## src/rtl/gpo_access_arbiter.sv

```systemverilog
// gpo_access_arbiter: round-robin arbiter/sequencer for two hosts onto the GPO bank port (optional GPO_ARB_WPROT_EN)
module gpo_access_arbiter #(
  parameter logic [15:0] PROT_MASK = 16'h0000
) (
  input  logic        SYSCLK,
  input  logic        RESET_N,
  input  logic        REQ1,
  input  logic        RD_WR1,
  input  logic [3:0]  ADDR1,
  input  logic [7:0]  WDATA1,
  output logic        ACK1,
  output logic [7:0]  RDATA1,
  output logic        ERR1,
  input  logic        REQ2,
  input  logic        RD_WR2,
  input  logic [3:0]  ADDR2,
  input  logic [7:0]  WDATA2,
  output logic        ACK2,
  output logic [7:0]  RDATA2,
  output logic        ERR2,
  output logic        PORT_CS,
  output logic [15:0] OFFSET_SEL,
  output logic        RD_WR,
  output logic [7:0]  DIN,
  input  logic [7:0]  DOUT
);
  typedef enum logic [1:0] {IDLE, ISSUE, CAPTURE, DONE} state_t;
  state_t state_q, state_d;
  logic gnt_q, gnt_d, last_q, last_d, rd_q, rd_d, prot_q, prot_d;
  logic cs_q, cs_d, ack1_q, ack1_d, ack2_q, ack2_d, err2_q, err2_d;
  logic [15:0] offset_q, offset_d;
  logic [7:0] din_q, din_d, rdata1_q, rdata1_d, rdata2_q, rdata2_d;
  logic pick2, sel_rd, blk;
  logic [3:0] sel_addr;
  assign pick2 = REQ2 & (~REQ1 | ~last_q);
  assign sel_rd = pick2 ? RD_WR2 : RD_WR1;
  assign sel_addr = pick2 ? ADDR2 : ADDR1;
`ifdef GPO_ARB_WPROT_EN
  assign blk = pick2 & ~RD_WR2 & PROT_MASK[ADDR2];
`else
  logic unused_prot;
  assign unused_prot = ^PROT_MASK;
  assign blk = 1'b0;
`endif
  assign ACK1 = ack1_q;
  assign ACK2 = ack2_q;
  assign ERR1 = 1'b0;
  assign ERR2 = err2_q;
  assign RDATA1 = rdata1_q;
  assign RDATA2 = rdata2_q;
  assign PORT_CS = cs_q;
  assign OFFSET_SEL = offset_q;
  assign RD_WR = rd_q;
  assign DIN = din_q;
  // next-state and registered-output decode; bank/ack outputs are pulses computed one state ahead
  always_comb begin
    state_d = state_q;
    gnt_d = gnt_q;
    last_d = last_q;
    rd_d = rd_q;
    prot_d = prot_q;
    din_d = din_q;
    cs_d = 1'b0;
    offset_d = '0;
    ack1_d = 1'b0;
    ack2_d = 1'b0;
    err2_d = 1'b0;
    rdata1_d = rdata1_q;
    rdata2_d = rdata2_q;
    case (state_q)
      IDLE: if (REQ1 | REQ2) begin
        gnt_d = pick2;
        last_d = pick2;
        rd_d = sel_rd;
        din_d = pick2 ? WDATA2 : WDATA1;
        prot_d = blk;
        cs_d = ~blk;
        offset_d = blk ? '0 : 16'd1 << sel_addr;
        state_d = ISSUE;
      end
      ISSUE: begin
        state_d = rd_q ? CAPTURE : DONE;
        ack1_d = ~rd_q & ~gnt_q;
        ack2_d = ~rd_q & gnt_q;
        err2_d = ~rd_q & gnt_q & prot_q;
      end
      CAPTURE: begin
        state_d = DONE;
        ack1_d = ~gnt_q;
        ack2_d = gnt_q;
        rdata1_d = gnt_q ? rdata1_q : DOUT;
        rdata2_d = gnt_q ? DOUT : rdata2_q;
      end
      default: state_d = IDLE;
    endcase
  end
  // state and output registers; reset clears every output and favours requester 1 on the first tie
  always_ff @(posedge SYSCLK or negedge RESET_N) begin
    if (!RESET_N) begin
      state_q <= IDLE;
      gnt_q <= 1'b0;
      last_q <= 1'b1;
      rd_q <= 1'b0;
      prot_q <= 1'b0;
      din_q <= '0;
      cs_q <= 1'b0;
      offset_q <= '0;
      ack1_q <= 1'b0;
      ack2_q <= 1'b0;
      err2_q <= 1'b0;
      rdata1_q <= '0;
      rdata2_q <= '0;
    end else begin
      state_q <= state_d;
      gnt_q <= gnt_d;
      last_q <= last_d;
      rd_q <= rd_d;
      prot_q <= prot_d;
      din_q <= din_d;
      cs_q <= cs_d;
      offset_q <= offset_d;
      ack1_q <= ack1_d;
      ack2_q <= ack2_d;
      err2_q <= err2_d;
      rdata1_q <= rdata1_d;
      rdata2_q <= rdata2_d;
    end
  end
endmodule

```

## config.mk

```make
export PLATFORM = sky130hd
export DESIGN_NAME = gpo_access_arbiter
export DESIGN_NICKNAME = d
export VERILOG_FILES = /design/src/rtl/gpo_access_arbiter.sv
export SDC_FILE = /design/constraint.sdc
export NUM_CORES = 1
export LEC_CHECK = 0
export BUFFER_PORTS_ARGS = -buffer_cell sky130_fd_sc_hd__buf_2
export CORE_ASPECT_RATIO = 0.8
export CORE_MARGIN = 2
export CORE_UTILIZATION = 51
export DETAILED_ROUTE_END_ITERATION = 12
export PLACE_DENSITY = 0.9
export SLEW_MARGIN = 20
export SYNTH_ARGS = -nofsm -noshare
export SYNTH_HDL_FRONTEND = slang
export SYNTH_SLANG_ARGS = --single-unit
```

## constraint.sdc

```tcl
create_clock -name SYSCLK -period 2.38 [get_ports SYSCLK]
set_input_delay 0.476 -clock SYSCLK [delete_from_list [all_inputs] [get_ports SYSCLK]]
set_output_delay 0.476 -clock SYSCLK [all_outputs]
set_load 0.01 [all_outputs]
```

==> results of run 1 <==
area by class of cell:
class                   count  area (sq um)  area share (%)
well taps                  55          68.8            2.68
multi-input cells          94           738            28.7
clock buffers               5          68.8            2.68
inverters                   4          15.0           0.584
repair buffers             85           435            16.9
clock inverters             3          42.5            1.65
flip-flops and latches     48          1200            46.8
power breakdown:
group          leakage (nW)  total (W)  internal, W  switching, W
logic                 0.667    0.00113     0.000541      0.000586
registers             0.607    0.00125      0.00110      0.000142
clock network        0.0541   0.000564     0.000311      0.000254
layer usage:
layer	GRT usage, %	vias up	routed length (microns)
met1	25.8	713	1800
met3	3.54	5	153
li1	-	721	-
met4	8.57	0	40
met5	0	-	0
met2	29.8	47	1900
kinds of logic after synthesis:
logic type               after synthesis  synth area share [%]
AND/OR/NAND/NOR                       36                  9.94
buffers and inverters                 12                  3.19
adder cells (fa/ha/maj)                4                  2.50
flip-flops                            48                  60.1
AO/OA/AOI/OAI                         20                  6.25
other                                  1                 0.187
multiplexers                          32                  17.8
worst max-delay path by stage:
stage	startpoint	end	cells after the start
finish	state_q[0]$_DFFE_PN0P_	OFFSET_SEL[6]$_DFF_PN0_	5
CTS	state_q[0]$_DFFE_PN0P_	OFFSET_SEL[2]$_DFF_PN0_	5
global placement	REQ2	OFFSET_SEL[3]$_DFF_PN0_	5
floorplan	state_q[0]$_DFFE_PN0P_	OFFSET_SEL[10]$_DFF_PN0_	6
global route	state_q[0]$_DFFE_PN0P_	OFFSET_SEL[2]$_DFF_PN0_	5
detailed placement	REQ2	OFFSET_SEL[15]$_DFF_PN0_	5
worst max-delay path: cells and delay by family, from the launching register on:
family | cells | cell delay [ns]
flops | 1 | 0.41
simple gates | 2 | 0.29
compound gates | 1 | 0.60
fa+ha+maj | 1 | 0.31
buf+inv | 1 | 0.08
metrics by stage:
stage | cell area [sq um] | total power [W] | utilization, % | instances
global placement | 2460 | 0.00237 | 65.1 | 286
CTS | 2570 | 0.00297 | 68.0 | 294
floorplan | 2000 | 0.00198 | - | 154
finish | 2570 | 0.00294 | 68.0 | 294
global route | 2570 | 0.00316 | 68.0 | 294
detailed placement | 2460 | 0.00240 | 65.1 | 286
cells in the final DEF, fill, tap and decap left out, types with 3 or more instances in the layout:
cell type	Yosys	routed
mux2_4	3	3
ha_1	4	4
nand2_1	11	11
buf_2	0	81
buf_4	3	4
inv_1	4	4
dfrtp_1	47	47
o21ai_0	11	10
nor4_1	16	16
mux2_2	17	17
clkbuf_8	0	5
mux2i_1	12	12
flip-flops by register name, summed over array words and instances, names as in the netlist:
signal      cells
ACK1            1
ACK2            1
DIN             8
OFFSET_SEL     16
PORT_CS         1
RDATA1          8
RDATA2          8
RD_WR           1
gnt_q           1
last_q          1
state_q         2
==> metrics.csv, run 1 <==
metric,value,unit
status,finished clean,
CTS tree,done,
DRT Wirelength,3.89,mm
Slew headroom,45.0,%
Core Footprint,3780,sq um
Mapped Cells,153,
largest cells by area after synthesis,"dfrtp_1 (59%), mux2_2 (9.6%), mux2i_1 (6.0%)",
antenna violations before repair,0,
clock sinks,48,
largest net degree at the start of global routing,40,
Worst Skew,0.00346,ns
worst hold slack,0.271,ns
reg2reg start,state_q[0]$_DFFE_PN0P_,
# setup viols final,0,
FILL cells,285,
Tcrit/Tclk final,77.5,%
kind of critical path,flip-flop to flip-flop,
die span in y,60.0,microns
CTS Buf Count,5,
CTS H-tree lvls,2,
Setup WS post-layout,0.536,ns
die width,74.0,microns
Crit. End Element,flip-flop,
share of the synthesized area in the top cell type,58.8,%
via count,1486,
Die ar.,4440,sq um
YS warnings,0,
R2R Setup Slk,0.54,ns
pre-CTS WS,0.401,ns
postcts setup bufs,0,
WP data required,2.53,ns
hpwl dp,2.93,mm
Synth area leader,dfrtp_1,
Nets,280,
top_reg_cell synth,dfrtp_1,
Final Hold Fails,0,
drt pass-1 iters,4,
synthesized area,2000,sq um
WL/cell,13.2,microns
Leak,1.33,nW
clock tree buffer depth,2,
slowest library cell on the worst path,a32oi_1,
Setup Total Neg Slack,0,ns
Rows,20,
async set-reset flop share out of synthesis,100,%
"Cell Chain, Critical Path",inv_1 -> ha_1 -> nor2b_1 -> a32oi_1 -> nor4_1,
io pins,84,
# resized after CTS,0,
clk_lat worst skew,0.29,ns
maximum VDD drop,0.627,mV
clk root buf,clkbuf_8,
vias in the first global route,1363,
area delta synth->final,28.5,%
Max-Cap Viols,0,
global-route wire length before repair,6.23,mm
"CTS clk-pin slew, worst paths",0.08,ns
max incr delay on CP,0.60,ns
fmax,542,MHz
#FFs+latches synth,48,
Slew Limit Fails,0,
worst slew pin tran,0.825,ns
DRT iter0 DRCs,60,
ANT cells,0,
ANT nets after route,0,
Synth cell types,27,
number of buffers added on ports,81,
share of layout cells above drive strength 1,48.1,%
Pwr Density,1140,nW/um^2
minimum clock period,1.84,ns
crit start category,flip-flop,
Starting Density,52.9,%
CP max FO,11,
All-Layer GR Usage,19.0,%
register area share after synthesis,60.1,%
DR vias/cell,5.05,
depth of the most critical reg-to-reg path,5,
hold_buf cts,0,
Critical Path AT,1.99,ns
type of the most critical hold path,input port to asynchronous set/reset pin,
RSZ-0062 raised after global routing,false,
GR Overflow Total,0,
# DRC,0,
R2R Path End,OFFSET_SEL[6]$_DFF_PN0_,
"count leader, synth",dfrtp_1,
Final Wtd Congestion,0.849,
Post-synth EDFFs,0,
"Avg Cell Area, Syn",13.1,sq um
synth cell count leaders,"dfrtp_1 (47), mux2_2 (17), nor4_1 (16), mux2i_1 (12)",
Power figures use the tool's default switching activity.
==> run 2, diff against run 1 <==
CORE_UTILIZATION = 47   (was 51)
PLACE_DENSITY = 0.85   (was 0.9)
clock period = 1.7 ns   (was 2.38 ns; I/O delays follow)
==> run 2 against run 1 <==
Net effect:
- sequential share of layout area shrank 1.5 points
- global-route usage shrank 1.8 points
- hold slack gained 0.0098 ns
- register-to-register slack lost 0.45 ns
- maximum frequency grew 14%
- largest cell class unchanged
==> metrics.csv, run 2 (synthesis results as in run 1) <==
metric,value,unit,change
area of the multi-input gates,764,sq um,+3.6%
"Power, Total",0.00422,W,+44%
All-Layer GR Usage,17.1,%,-1.8 points
status,finished clean,,
clk_lat worst skew,0.30,ns,about the same
Crit. End Element,flip-flop,,
Critical Path AT,1.80,ns,-0.19 ns
Slew Limit Fails,0,,unchanged
clock sinks,48,,unchanged
post-place instance area,2500,sq um,+1.7%
Starting Density,48.5,%,-4.4 points
kind of critical path,flip-flop to flip-flop,,
io pins,84,,unchanged
"CTS clk-pin slew, worst paths",0.09,ns,about the same
Die ar.,4800,sq um,+8.0%
depth of the most critical reg-to-reg path,4,,-1
fmax,619,MHz,+14%
# setup viols final,0,,unchanged
hold depth,2,,
postcts setup bufs,0,,unchanged
# DRC,0,,unchanged
clock tree buffer depth,2,,unchanged
Rows,21,,+5.0%
GR Overflow Total,0,,unchanged
die span in y,62.4,microns,+3.9%
CTS Buf Count,5,,unchanged
antenna violations before repair,0,,unchanged
ANT cells,0,,unchanged
WP data required,1.89,ns,-0.64 ns
"Cell Chain, Critical Path",a21boi_2 -> buf_12 -> mux2_4 -> nor4_1,,
share of layout cells above drive strength 1,50.4,%,+2.3 points
Final Wtd Congestion,0.844,,-0.61%
register area,1200,sq um,unchanged
Leak,1.36,nW,+2.3%
hpwl dp,2.84,mm,-3.2%
Final Hold Fails,0,,unchanged
number of buffers added on ports,81,,unchanged
post-layout util,64.4,%,-3.7 points
CTS H-tree lvls,2,,unchanged
clk root buf,clkbuf_8,,
Pwr Density,1590,nW/um^2,+39%
ANT nets after route,0,,unchanged
finished layout cell area,2660,sq um,+3.3%
"commonest non-fill, non-tap cell in the layout",buf_2,,
largest net degree at the start of global routing,44,,+10%
DRT Wirelength,3.99,mm,+2.6%
crit start category,flip-flop,,
Worst Skew,0.00662,ns,+0.00316 ns
area delta synth->final,32.7,%,
max incr delay on CP,0.56,ns,-0.04 ns
maximum VDD drop,0.736,mV,+17%
WL/cell,13.3,microns,+0.85%
most frequent cells in the layout,"buf_2 (81), dfrtp_1 (47), mux2_2 (17)",,
vias in the first global route,1426,,+4.6%
FILL cells,325,,+14%
DRT iter0 DRCs,93,,+55%
via count,1497,,+0.74%
CP max FO,18,,+7
Core Footprint,4130,sq um,+9.2%
slowest library cell on the worst path,dfstp_2,,
drt pass-1 iters,4,,unchanged
Nets,283,,+1.1%
DR vias/cell,5.01,,-0.94%
minimum clock period,1.62,ns,-0.228 ns
die width,76.9,microns,+3.9%
Tcrit/Tclk final,95.1,%,+18 points
global-route wire length before repair,6.52,mm,+4.7%
RSZ-0062 raised after global routing,false,,
Max-Cap Viols,0,,unchanged
type of the most critical hold path,input port to flip-flop,,
CTS tree,done,,
max reg flops,16,,unchanged
-- run 2: final timing paths --
kind                                    start                 endpoint  slack [ns]
hold / removal                        DOUT[2]    RDATA2[2]$_DFFE_PN0N_        0.28
setup / recovery           last_q$_DFFE_PN1P_  OFFSET_SEL[4]$_DFF_PN0_        0.08
min in group asynchronous             RESET_N  OFFSET_SEL[4]$_DFF_PN0_        0.39
hold reg to reg            DIN[1]$_DFFE_PN0P_       DIN[1]$_DFFE_PN0P_        0.48
setup reg to reg           last_q$_DFFE_PN1P_  OFFSET_SEL[4]$_DFF_PN0_        0.08
max in group asynchronous             RESET_N       last_q$_DFFE_PN1P_        0.79
-- run 2: routing by layer --
layer | wire length (microns) | global-route usage (%) | vias to the layer above | part of all wire, %
li1 | - | - | 725 | -
met1 | 1870 | 23.4 | 703 | 47
met4 | 70 | 7.05 | 0 | 1.8
met2 | 1810 | 26.8 | 62 | 45
met5 | 0 | 0 | - | 0
met3 | 249 | 3.63 | 7 | 6.2
-- run 2: layout make-up --
type / count / area share, %
Clock buffer: 5 / 2.59
Clock inverter: 3 / 1.79
Inverter: 4 / 0.566
Multi-Input combinational cell: 94 / 28.8
Sequential cell: 48 / 45.3
Tap cell: 57 / 2.69
Timing Repair Buffer: 88 / 18.3
-- run 2: critical path, delay by kind of cell (launching register included) --
kind | cells | cell delay [ns]
DFF | 1 | 0.56
AOI/OAI and AO/OA | 1 | 0.07
and+or+nand+nor | 1 | 0.35
buffers and inverters | 1 | 0.17
muxes | 1 | 0.35
-- run 2: report_power, final --
group	total [W]	internal [W]	switching, W
Clock	0.000828	0.000443	0.000385
Combinational	0.00164	0.000801	0.000838
Sequential	0.00175	0.00155	0.000207
-- run 2: what timing repair did --
item | 4_1_cts | 5_1_grt
resized for setup | 0 | 5
hold buffers | 1 | 0
setup endpoints to repair | 0 | 16
hold endpoints to repair | 5 | 0
-- run 2: through the flow --
| stage | worst slack [ns] | setup TNS [ns] | cells | hold WS, ns |
|---|---|---|---|---|
| after floorplan | 0.130 | 0 | 154 | 0.0444 |
| after global placement | 0.0582 | 0 | 290 | 0.180 |
| after detailed placement | -0.0423 | -0.207 | 290 | 0.185 |
| after CTS | 0.00193 | 0 | 299 | 0.274 |
| after global routing | 0.0203 | 0 | 299 | 0.275 |
| final | 0.0840 | 0 | 299 | 0.281 |
==> run 3, diff against run 2 <==
CORE_UTILIZATION = 53   (was 47)
CTS_BUF_LIST = sky130_fd_sc_hd__clkbuf_4 sky130_fd_sc_hd__clkbuf_8   (was unset)
PLACE_DENSITY = 0.93   (was 0.85)
clock period = 1.87 ns   (was 1.7 ns; I/O delays follow)
==> run 3 against run 2 <==
Net effect:
- global-route usage is 2.7 points higher
- critical path depth rose by 1
- clock skew hardly changed
- via count is 1.9% lower
- first-iteration DRC count down 41%
==> metrics.csv, run 3 (synthesis results as in run 1) <==
metric,value,unit,change
status,finished clean,,
# setup viols final,0,,unchanged
Slew headroom,55.5,%,
"commonest non-fill, non-tap cell in the layout",buf_2,,
# DRC,0,,unchanged
"CTS clk-pin slew, worst paths",0.09,ns,about the same
area delta synth->final,31.1,%,
minimum clock period,1.70,ns,+0.0848 ns
clk root buf,clkbuf_8,,
Crit path max-delay family,compound AO/OA/AOI/OAI gates,,
RSZ-0062 raised after global routing,false,,
max reg flops,16,,unchanged
Die ar.,4290,sq um,-11%
die width,72.7,microns,-5.5%
worst slew pin tran,0.648,ns,
Starting Density,56.9,%,+8.4 points
global-route wire length before repair,6.42,mm,-1.5%
most frequent cells in the layout,"buf_2 (81), dfrtp_1 (47), mux2_2 (17)",,
Pwr Density,1540,nW/um^2,-2.8%
share of layout cells above drive strength 1,48.3,%,-2.1 points
Max-Cap Viols,0,,unchanged
Tcrit/Tclk final,91.0,%,-4.1 points
Crit. End Element,flip-flop,,
DRT Wirelength,3.89,mm,-2.6%
clk_lat worst skew,0.29,ns,about the same
Slew Limit Fails,0,,unchanged
type of the most critical hold path,input port to asynchronous set/reset pin,,
WP data required,2.02,ns,+0.13 ns
CP Buf/Inv Count,1,,unchanged
postcts setup bufs,0,,unchanged
io pins,84,,unchanged
# resized after CTS,0,,unchanged
hpwl dp,3.00,mm,+5.7%
ANT cells,0,,unchanged
vias in the first global route,1381,,-3.2%
Worst Skew,0.00677,ns,+0.000153 ns
All-Layer GR Usage,19.8,%,+2.7 points
CTS tree,done,,
CTS Buf Count,5,,unchanged
maximum VDD drop,1.04,mV,+41%
via count,1469,,-1.9%
GR Overflow Total,0,,unchanged
CP max FO,8,,-10
die span in y,59.0,microns,-5.5%
Core Footprint,3520,sq um,-15%
Leak,1.36,nW,+0.26%
slowest library cell on the worst path,a32oi_1,,
clock tree buffer depth,2,,unchanged
drt pass-1 iters,4,,unchanged
Rows,19,,-9.5%
DR vias/cell,5.21,,+4.0%
Nets,281,,-0.71%
number of buffers added on ports,81,,unchanged
ANT nets after route,0,,unchanged
Setup Total Neg Slack,0,ns,unchanged
Critical Path AT,1.85,ns,+0.05 ns
max incr delay on CP,0.55,ns,about the same
antenna violations before repair,0,,unchanged
Final Wtd Congestion,0.761,,-9.9%
"Cell Chain, Critical Path",inv_1 -> ha_1 -> and2_1 -> a32oi_1 -> nor4_1,,
DRT iter0 DRCs,55,,-41%
largest net degree at the start of global routing,26,,-41%
WL/cell,13.8,microns,+3.2%
fmax,588,MHz,-5.0%
Final Hold Fails,0,,unchanged
kind of critical path,flip-flop to flip-flop,,
CTS H-tree lvls,2,,unchanged
crit start category,flip-flop,,
hold_buf cts,0,,-1
clock sinks,48,,unchanged
post-layout util,74.5,%,+10 points
-- run 3: cell types whose count changed in the layout (fill, tap and decap cells not counted), sizes merged --
cell,previous run,this run
dlygate4sd3,1,0
buf,87,86
clkinv,2,0
bufinv,1,3
-- run 3: path summary, 6_finish.rpt --
kind	slack, ns	to	start	cells after the start
setup / recovery	0.17	OFFSET_SEL[13]$_DFF_PN0_	state_q[0]$_DFFE_PN0P_	5
hold / removal	0.06	OFFSET_SEL[9]$_DFF_PN0_	RESET_N	1
setup reg to reg	0.17	OFFSET_SEL[13]$_DFF_PN0_	state_q[0]$_DFFE_PN0P_	5
hold reg to reg	0.48	DIN[2]$_DFFE_PN0P_	DIN[2]$_DFFE_PN0P_	2
max in group asynchronous	1.29	RDATA2[5]$_DFFE_PN0N_	RESET_N	2
min in group SYSCLK	0.33	RDATA2[0]$_DFFE_PN0N_	DOUT[0]	2
-- run 3: through the flow --
stage | cell area, sq um | hold WS (ns) | total power, W | cells | worst slack [ns]
after floorplan | 2000 | 0.0784 | 0.00252 | 154 | 0.300
after global placement | 2460 | 0.386 | 0.00303 | 274 | 0.168
after detailed placement | 2460 | 0.391 | 0.00309 | 274 | 0.114
after CTS | 2620 | 0.0688 | 0.00409 | 282 | 0.173
after global routing | 2620 | 0.0923 | 0.00434 | 282 | 0.0175
final | 2620 | 0.0613 | 0.00405 | 282 | 0.169
-- run 3: cell type report --
cell class	instances	area (sq um)
clock inverter	3	90.1
timing repair buffer	86	455
multi-input combinational	94	738
tap	42	52.6
fill	235	896
inverter	4	15.0
sequential	48	1200
clock buffer	5	68.8
-- run 3: power by group --
group	total, W	leakage [nW]	internal, W	switching, W
logic	0.00147	0.677	0.000709	0.000766
clock network	0.000990	0.0784	0.000668	0.000322
registers	0.00159	0.607	0.00141	0.000180
-- run 3: layer usage --
layer  routed length (microns)  GRT usage (%)
met2                      1800           31.2
met5                         0              0
met3                       235           4.11
met4                        51           7.14
met1                      1800           27.6
